**config.mk**
```make
export PLATFORM = sky130hd
export DESIGN_NAME = alu_issue_stage
export DESIGN_NICKNAME = d
export VERILOG_FILES = /design/src/rtl/alu_issue_stage.sv
export SDC_FILE = /design/constraint.sdc
export NUM_CORES = 1
export LEC_CHECK = 0
export ABC_CLOCK_PERIOD_IN_PS = 3580
export CAP_MARGIN = 40
export CORE_ASPECT_RATIO = 0.8
export CORE_MARGIN = 1.5
export CORE_UTILIZATION = 35
export DETAILED_ROUTE_END_ITERATION = 10
export SLEW_MARGIN = 20
export SYNTH_ARGS = -nofsm -noshare
export SYNTH_HDL_FRONTEND = slang
export SYNTH_SLANG_ARGS = --single-unit
```
**constraint.sdc**
```tcl
create_clock -name clk -period 3.58 [get_ports clk]
set_clock_uncertainty 0.1 [all_clocks]
set_input_delay 0.358 -clock clk [delete_from_list [all_inputs] [get_ports clk]]
set_output_delay 0.358 -clock clk [all_outputs]
set_load 0.02 [all_outputs]
```
**src/rtl/alu_issue_stage.sv**
```systemverilog
// alu_issue_stage: two-stage issue/execute stage in front of a 32-bit yAlu.
//
// Accepts decoded RISC-V R-type (OP) and I-type (OP-IMM) ALU instructions on
// a valid/ready handshake. Translates opcode/funct3/funct7 into the 3-bit
// yAlu op code and registers operands into S1. The yAlu datapath evaluates
// combinationally on S1, and its result is registered into S2 for the
// downstream valid/ready handshake. Unsupported encodings are flagged, flow
// through the pipe and return result 0. Completed output transfers are
// counted in `retired`.
//
// Ports:
//   clk, reset        rising-edge clock, asynchronous active-high reset
//   in_valid/in_ready upstream handshake
//   in_opcode         instruction[6:0]
//   in_funct3         instruction[14:12]
//   in_funct7         instruction[31:25]
//   in_rs1, in_rs2    register operand values
//   in_imm            instruction[31:20], raw (sign-extended here)
//   out_valid/ready   downstream handshake
//   out_result        ALU result (0 for illegal instructions)
//   out_zero          result equals zero
//   out_illegal       instruction was not a supported ALU op
//   retired           wrapping count of completed output transfers
module alu_issue_stage #(
  parameter int unsigned W     = 32,
  parameter int unsigned CNT_W = 16
) (
  input  logic             clk,
  input  logic             reset,
  input  logic             in_valid,
  output logic             in_ready,
  input  logic [6:0]       in_opcode,
  input  logic [2:0]       in_funct3,
  input  logic [6:0]       in_funct7,
  input  logic [W-1:0]     in_rs1,
  input  logic [W-1:0]     in_rs2,
  input  logic [11:0]      in_imm,
  output logic             out_valid,
  input  logic             out_ready,
  output logic [W-1:0]     out_result,
  output logic             out_zero,
  output logic             out_illegal,
  output logic [CNT_W-1:0] retired
);

  localparam logic [6:0] OpcR     = 7'b0110011;
  localparam logic [6:0] OpcI     = 7'b0010011;
  localparam logic [6:0] Funct7Z  = 7'b0000000;
  localparam logic [6:0] Funct7Alt = 7'b0100000;

  // yAlu op codes: bit 2 inverts b and injects carry-in, bits [1:0] select.
  localparam logic [2:0] AluAnd = 3'b000;
  localparam logic [2:0] AluOr  = 3'b001;
  localparam logic [2:0] AluAdd = 3'b010;
  localparam logic [2:0] AluSub = 3'b110;

  // ---------------------------------------------------------------------------
  // Decode (input cycle)
  // ---------------------------------------------------------------------------
  logic         dec_is_r;
  logic         dec_is_i;
  logic         dec_illegal;
  logic [2:0]   dec_op;
  logic [W-1:0] dec_b;

  always_comb begin
    dec_is_r    = (in_opcode == OpcR);
    dec_is_i    = (in_opcode == OpcI);
    dec_op      = AluAnd;
    dec_illegal = 1'b0;

    unique case (in_funct3)
      3'b000: dec_op = (dec_is_r && (in_funct7 == Funct7Alt)) ? AluSub : AluAdd;
      3'b110: dec_op = AluOr;
      3'b111: dec_op = AluAnd;
      default: dec_illegal = 1'b1;
    endcase

    if (!dec_is_r && !dec_is_i) begin
      dec_illegal = 1'b1;
    end
    // Only R-type constrains funct7; for OP-IMM those bits are immediate.
    if (dec_is_r && (in_funct7 != Funct7Z) && (in_funct7 != Funct7Alt)) begin
      dec_illegal = 1'b1;
    end
    if (dec_illegal) begin
      dec_op = AluAnd;
    end

    dec_b = dec_is_r ? in_rs2 : {{(W-12){in_imm[11]}}, in_imm};
  end

  // ---------------------------------------------------------------------------
  // Pipeline control
  // ---------------------------------------------------------------------------
  logic s1_valid;
  logic s2_valid;
  logic s2_load;
  logic s1_moves;
  logic s1_load;
  logic accept;
  logic out_xfer;

  always_comb begin
    s2_load  = !s2_valid || out_ready;
    s1_moves = s1_valid && s2_load;
    s1_load  = !s1_valid || s1_moves;
    // Held low while reset is asserted so the handshake reads 0 during reset.
    in_ready = s1_load && !reset;
    accept   = in_valid && in_ready;
    out_xfer = s2_valid && out_ready;
  end

  // ---------------------------------------------------------------------------
  // Stage S1: operands, op code, illegal flag
  // ---------------------------------------------------------------------------
  logic [W-1:0] s1_a;
  logic [W-1:0] s1_b;
  logic [2:0]   s1_op;
  logic         s1_illegal;

  always_ff @(posedge clk or posedge reset) begin
    if (reset) begin
      s1_valid   <= 1'b0;
      s1_a       <= '0;
      s1_b       <= '0;
      s1_op      <= '0;
      s1_illegal <= 1'b0;
    end else if (s1_load) begin
      s1_valid <= accept;
      if (accept) begin
        s1_a       <= in_rs1;
        s1_b       <= dec_b;
        s1_op      <= dec_op;
        s1_illegal <= dec_illegal;
      end
    end
  end

  // ---------------------------------------------------------------------------
  // yAlu datapath, combinational on S1
  // ---------------------------------------------------------------------------
  logic [W-1:0] alu_bb;
  logic [W-1:0] alu_sum;
  logic [W-1:0] alu_z;
  logic         alu_ex;

  always_comb begin
    alu_bb  = s1_op[2] ? ~s1_b : s1_b;
    // Carry-out of the adder is intentionally dropped (modulo 2^W).
    alu_sum = s1_a + alu_bb + {{(W-1){1'b0}}, s1_op[2]};
    unique case (s1_op[1:0])
      2'b00:   alu_z = s1_a & alu_bb;
      2'b01:   alu_z = s1_a | alu_bb;
      2'b10:   alu_z = alu_sum;
      default: alu_z = {{(W-1){1'b0}}, alu_sum[W-1]};  // slt
    endcase
    alu_ex = (alu_z == '0);
  end

  // ---------------------------------------------------------------------------
  // Stage S2: result, zero, illegal; retired counter
  // ---------------------------------------------------------------------------
  logic [W-1:0]     s2_result;
  logic             s2_zero;
  logic             s2_illegal;
  logic [CNT_W-1:0] cnt_q;

  always_ff @(posedge clk or posedge reset) begin
    if (reset) begin
      s2_valid   <= 1'b0;
      s2_result  <= '0;
      s2_zero    <= 1'b0;
      s2_illegal <= 1'b0;
    end else if (s2_load) begin
      s2_valid <= s1_valid;
      // Data only changes when a new entry arrives, keeping an idle output quiet.
      if (s1_valid) begin
        s2_result  <= s1_illegal ? '0 : alu_z;
        s2_zero    <= s1_illegal ? 1'b1 : alu_ex;
        s2_illegal <= s1_illegal;
      end
    end
  end

  always_ff @(posedge clk or posedge reset) begin
    if (reset) begin
      cnt_q <= '0;
    end else if (out_xfer) begin
      cnt_q <= cnt_q + 1'b1;
    end
  end

  assign out_valid   = s2_valid;
  assign out_result  = s2_result;
  assign out_zero    = s2_zero;
  assign out_illegal = s2_illegal;
  assign retired     = cnt_q;

endmodule

```
After elaboration in Yosys (flattened, before gate mapping)
Cells that the tools add are included.

storage, ports and cells
  input port bits = 97
  output and inout port bits = 52
  register bits after elaboration = 120
  logic and storage cells = 57

operators by class
  multiplexer cells = 11
  bitwise operators = 3
  equal/unequal tests = 8
  $add $sub $neg = 3
  reduce and logical (&&, ||, !) cells = 22

operators with widths
  kind                                                                     number
  32-bit 2-to-1 mux                                                        3
  32-bit one-hot mux with 3 select lines                                   1
  32-bit by 1-bit adder with 32-bit output                                 1
  32-bit adder                                                             1
  32-bit bitwise AND                                                       1
  32-bit zero test                                                         1
  32-bit NOT                                                               1
  32-bit OR                                                                1
  16-bit by 1-bit adder with 16-bit output, second input constant          1
  7-bit by 6-bit equality test with 1-bit output, second input constant    2
  1-bit logical AND                                                        8
  7-bit by 5-bit equality test with 1-bit output, second input constant    1
  7-bit by 6-bit inequality test with 1-bit output, second input constant  1
  7-bit nonzero test                                                       1
  3-bit equality test, second input constant                               2
  3-bit 2-to-1 mux                                                         2
  3-bit one-hot mux with 2 select lines                                    1
  1-bit zero test                                                          5
  1-bit 2-to-1 mux                                                         4
  2-bit AND reduction                                                      2
  3-bit zero test                                                          1
  3-bit OR reduction                                                       1
  2-bit by 1-bit equality test with 1-bit output, second input constant    1
  2-bit equality test, second input constant                               1
  other kinds (2)                                                          3

Logic depth before layout (Yosys ltp)
  word-level depth = 7
  depth in mapped cells = 17
  gate-level depth less buffers = 14

Worst setup path before layout
Ideal clock, no wire load.

  path type = flip-flop to flip-flop
  start point = register s1_op[2]
  end point = register s2_zero, in the netlist out_zero
  library setup time = 0.101 ns
  stages on the path, launching flop included = 17
  slack = -0.346 ns
  arrival = 3.725 ns
  path buffers = 2
  period minus slack after synthesis = 3.926 ns
  data required time = 3.379 ns
  cells stage by stage = dfrtp_1 buf_2 buf_1 xor2_1 inv_1 fa_1 xnor2_1 mux2i_1 o22ai_1 or4_1 nor4b_2 nand4_1 nor4_2 nand4_1 nor4_1 nand3b_1 o32ai_1

between the ends
  cells in the longest elaborated chain, start to end = 6
  elaborated cells between the ends (all ways) = 8
  classes of those cells = add/sub: 2; mux: 3; bitwise: 2; reduce/logical: 1

RTL lines
  what                                        line  text
  from (decl)                                 119   logic [2:0] s1_op;
  from (signal assigned)                      134   s1_op <= dec_op;
  32-bit 2-to-1 mux                           149   alu_bb = s1_op[2] ? ~s1_b : s1_b;
  32-bit adder                                151   alu_sum = s1_a + alu_bb + {{(W-1){1'b0}}, s1_op[2]};
  32-bit by 1-bit adder with 32-bit output    151
  32-bit one-hot mux with 3 select lines (*)  152   unique case (s1_op[1:0])
  32-bit zero test (*)                        158   alu_ex = (alu_z == '0);
  1-bit 2-to-1 mux (*)                        180   s2_zero <= s1_illegal ? 1'b1 : alu_ex;
  to (signal assigned)                        180
  to (decl)                                   165   logic s2_zero;

Every way passes the cells marked *; elsewhere a longest branch is shown, timed or not.
A chain may end at the register's enable or synchronous reset.

Worst setup path after layout
Ends and elaborated chain as after synthesis.

==> out/metrics.yaml <==
status: "finished, violations left"
violations: "setup timing"
setup-violations-final: 1
cts_hold_buf: 0
cts-root-buf: "clkbuf_16"
cts_num_sinks: 120
synth_area_leaders: "dfrtp_1 (37%), ha_1 (9.9%), mux2_2 (4.8%)"
finalHoldWorstSlack_ns: 0.341
drive_above_1_share_pct: 26.6
antenna_left: 0
worst-setup-path-type: "flop to flop"
yosysTopAreaCell: "dfrtp_1"
pin_count: 149
synth_most_common_cell: "dfrtp_1"
max_slew_margin_pct: 55.0
pwr_density_cell_mw_per_mm2: 472
core_mm2: 0.0227
dieArea_mm2: 0.0244
yosysTopAreaCellShare_pct: 36.6
yosysWarningCount: 0
firstDrtPassIters: 5
fin_area_mm2: 0.0122
crit_path_end_kind: "flop"
grt_pass1_vias: 7177
synth_cell_types: 70
tightest_slew_ns: 0.674
vias_per_cell: 4.95
synth_commonest_cells: "dfrtp_1 (120), nand2_1 (98), inv_1 (83), a21oi_1 (73), o21ai_0 (68)"
p_leak_nw: 5.56
io_buffers: 148
syn_area_mm2: 0.00820
dr_total_vias: 7529
rows: 49
drt_iter0_markers: 469
htree_levels: 4
synth_edf_count: 0
slew_viol_final: 0
placed_cell_area_mm2: 0.0111
nets: 1366
crit_required_ns: 3.80
antenna_found_initial: 0
grt_max_degree: 103
diodes: 0
worstPathMaxFanout: 6
synth-async-reset-ratio_pct: 100
peakVddDrop_v: 0.000376
overflow: 0
worstPathArrival_ns: 3.90
place.gp.congestion: 0.889
syn2layout_area_growth_pct: 49.0
cts.clk_slew.worst_paths_ns: 0.06
cts_buffers: 17
yosysSeqAreaShare_pct: 36.6
fmax_ghz: 0.272
fin_ws_ns: -0.101
p_total_mw: 5.77
cap_violations: 0
slowest_stage: "dfrtp_2"
ys_seq_elements: 120
cts_tree: "yes"
synth.net_count: 1068
hold_viol: 0
cts_max_path_buffers: 2
clock_latency_ns: 0.43
grtUsageTotal_pct: 21.2
fillCellCount: 2107
synth_flop_cell: "dfrtp_1"
routedWlPerCell_um: 16.6
syn_area_per_cell_um2: 9.07
start_kind: "flop"
reg2regPathDepth: 15
finalCritPeriodShare_pct: 103
start_util_pct: 36.1
die-height_um: 140
drc_errors: 0
routed_wl_um: 25300
path_cells: "buf_6 -> xor2_4 -> inv_1 -> ha_2 -> nand2_1 -> o21ai_2 -> a21oi_1 -> xnor2_1 -> a221oi_2 -> or2b_2 -> nor4_2 -> nand4_1 -> nor4_1 -> nand3b_1 -> o32ai_1"
hold_path_class: "primary input to async pin"
cpPeakStageDelay_ns: 0.44
hpwl_um: 20200
die_x_um: 174
rsz0062_at_grt: "yes"
synthCells: 905
grt_pass1_wl_um: 39900
min_period_ns: 3.68
[report_power, final]
| part | total (mW) | internal (mW) | leakage (nW) | switching [mW] |
|---|---|---|---|---|
| registers | 1.66 | 1.50 | 1.52 | 0.154 |
| logic | 2.44 | 1.24 | 3.77 | 1.20 |
| clock network | 1.67 | 1.04 | 0.272 | 0.638 |
| total | 5.77 | 3.78 | 5.56 | 2.00 |
[what timing repair did]
| action | in CTS | in global routing |
|---|---|---|
| cloned | 0 | 0 |
| setup buffers | 3 | 9 |
| endpoints found under the setup margin | 6 | 8 |
| pin swaps | 8 | 17 |
| gates resized for setup | 37 | 48 |
[final timing paths]
path                             start             to  slack [ns]
setup / recovery              s1_op[2]       out_zero       -0.10
hold / removal                   reset       s1_a[29]        0.34
hold reg to reg            retired[15]    retired[15]        0.37
max in group asynchronous        reset  out_result[6]        2.37
setup reg to reg              s1_op[2]       out_zero       -0.10
min in group clk           retired[15]    retired[15]        0.37
[state kept, by name, indices dropped and copies added (netlist names)]
signal,count
out_illegal,1
out_result,32
out_valid,1
out_zero,1
retired,16
s1_a,32
s1_b,32
s1_illegal,1
s1_op,3
s1_valid,1
[worst max-delay path: cells and delay by family (launching register included)]
family                     cells  cell delay, ns
DFF                            1            0.44
AOI/OAI and AO/OA              4            0.85
xor gates and xnor gates       2            0.35
adders and majority gates      1            0.40
and+or+nand+nor                6            1.20
buffers and inverters          2            0.23
[cell usage in the layout (no fill, tap or decap), drive strengths merged, types with 6 or more instances in the layout]
cell type,synthesis,routed
nand3,11,11
nor2b,7,7
mux2,35,35
a221oi,9,9
clkdlybuf4s50,0,148
inv,84,83
nand4,17,17
buf,11,177
clkbuf,34,20
a21oi,74,74
a211oi,10,10
xor2,41,41
mux2i,22,22
clkinv,0,6
ha,65,65
nor2,46,46
a21o,7,7
dfrtp,120,120
o21ai,79,79
o22ai,11,11
a22o,14,14
xnor2,29,29
a31oi,6,6
nand2,98,98
nor3,9,9
[kinds of logic after synthesis]
| family | count (synthesis) | share of synthesized area, % |
|---|---|---|
| AO/OA/AOI/OAI | 247 | 18.9 |
| AND/OR/NAND/NOR | 215 | 12.2 |
| buffers and inverters | 130 | 7.05 |
| flip-flops | 120 | 36.6 |
| XOR/XNOR | 70 | 7.47 |
| adder cells (fa/ha/maj) | 66 | 10.2 |
| multiplexers | 57 | 7.69 |
[per-layer routing]
layer / up-vias / track usage [%] / wire [µm]
met1: 3493 / 34.5 / 14100
met2: 252 / 28.1 / 9600
met4: 0 / 4.54 / 151
li1: 3769 / - / -
met3: 15 / 3.80 / 1440
met5: - / 0 / 0
[cell type report]
class,count,area (µm²),share of cell area (%)
inverter,84,319,2.61
multi-input combinational,655,5070,41.5
timing repair buffer,325,2870,23.5
clock buffer,20,447,3.65
sequential,120,3000,24.6
tap,306,383,3.13
clock inverter,12,128,1.04
[per-stage QoR]
stage	setup TNS [ns]	util [%]	cells	setup WS (ns)
floorplan	-0.0634	-	905	-0.0634
global placement	-1.27	48.8	1478	-0.434
detailed placement	-1.18	48.8	1478	-0.470
CTS	-0.157	52.3	1513	-0.121
finish	-0.101	53.7	1522	-0.101
global route	-0.415	53.7	1522	-0.297
Power figures use the tool's default switching activity.
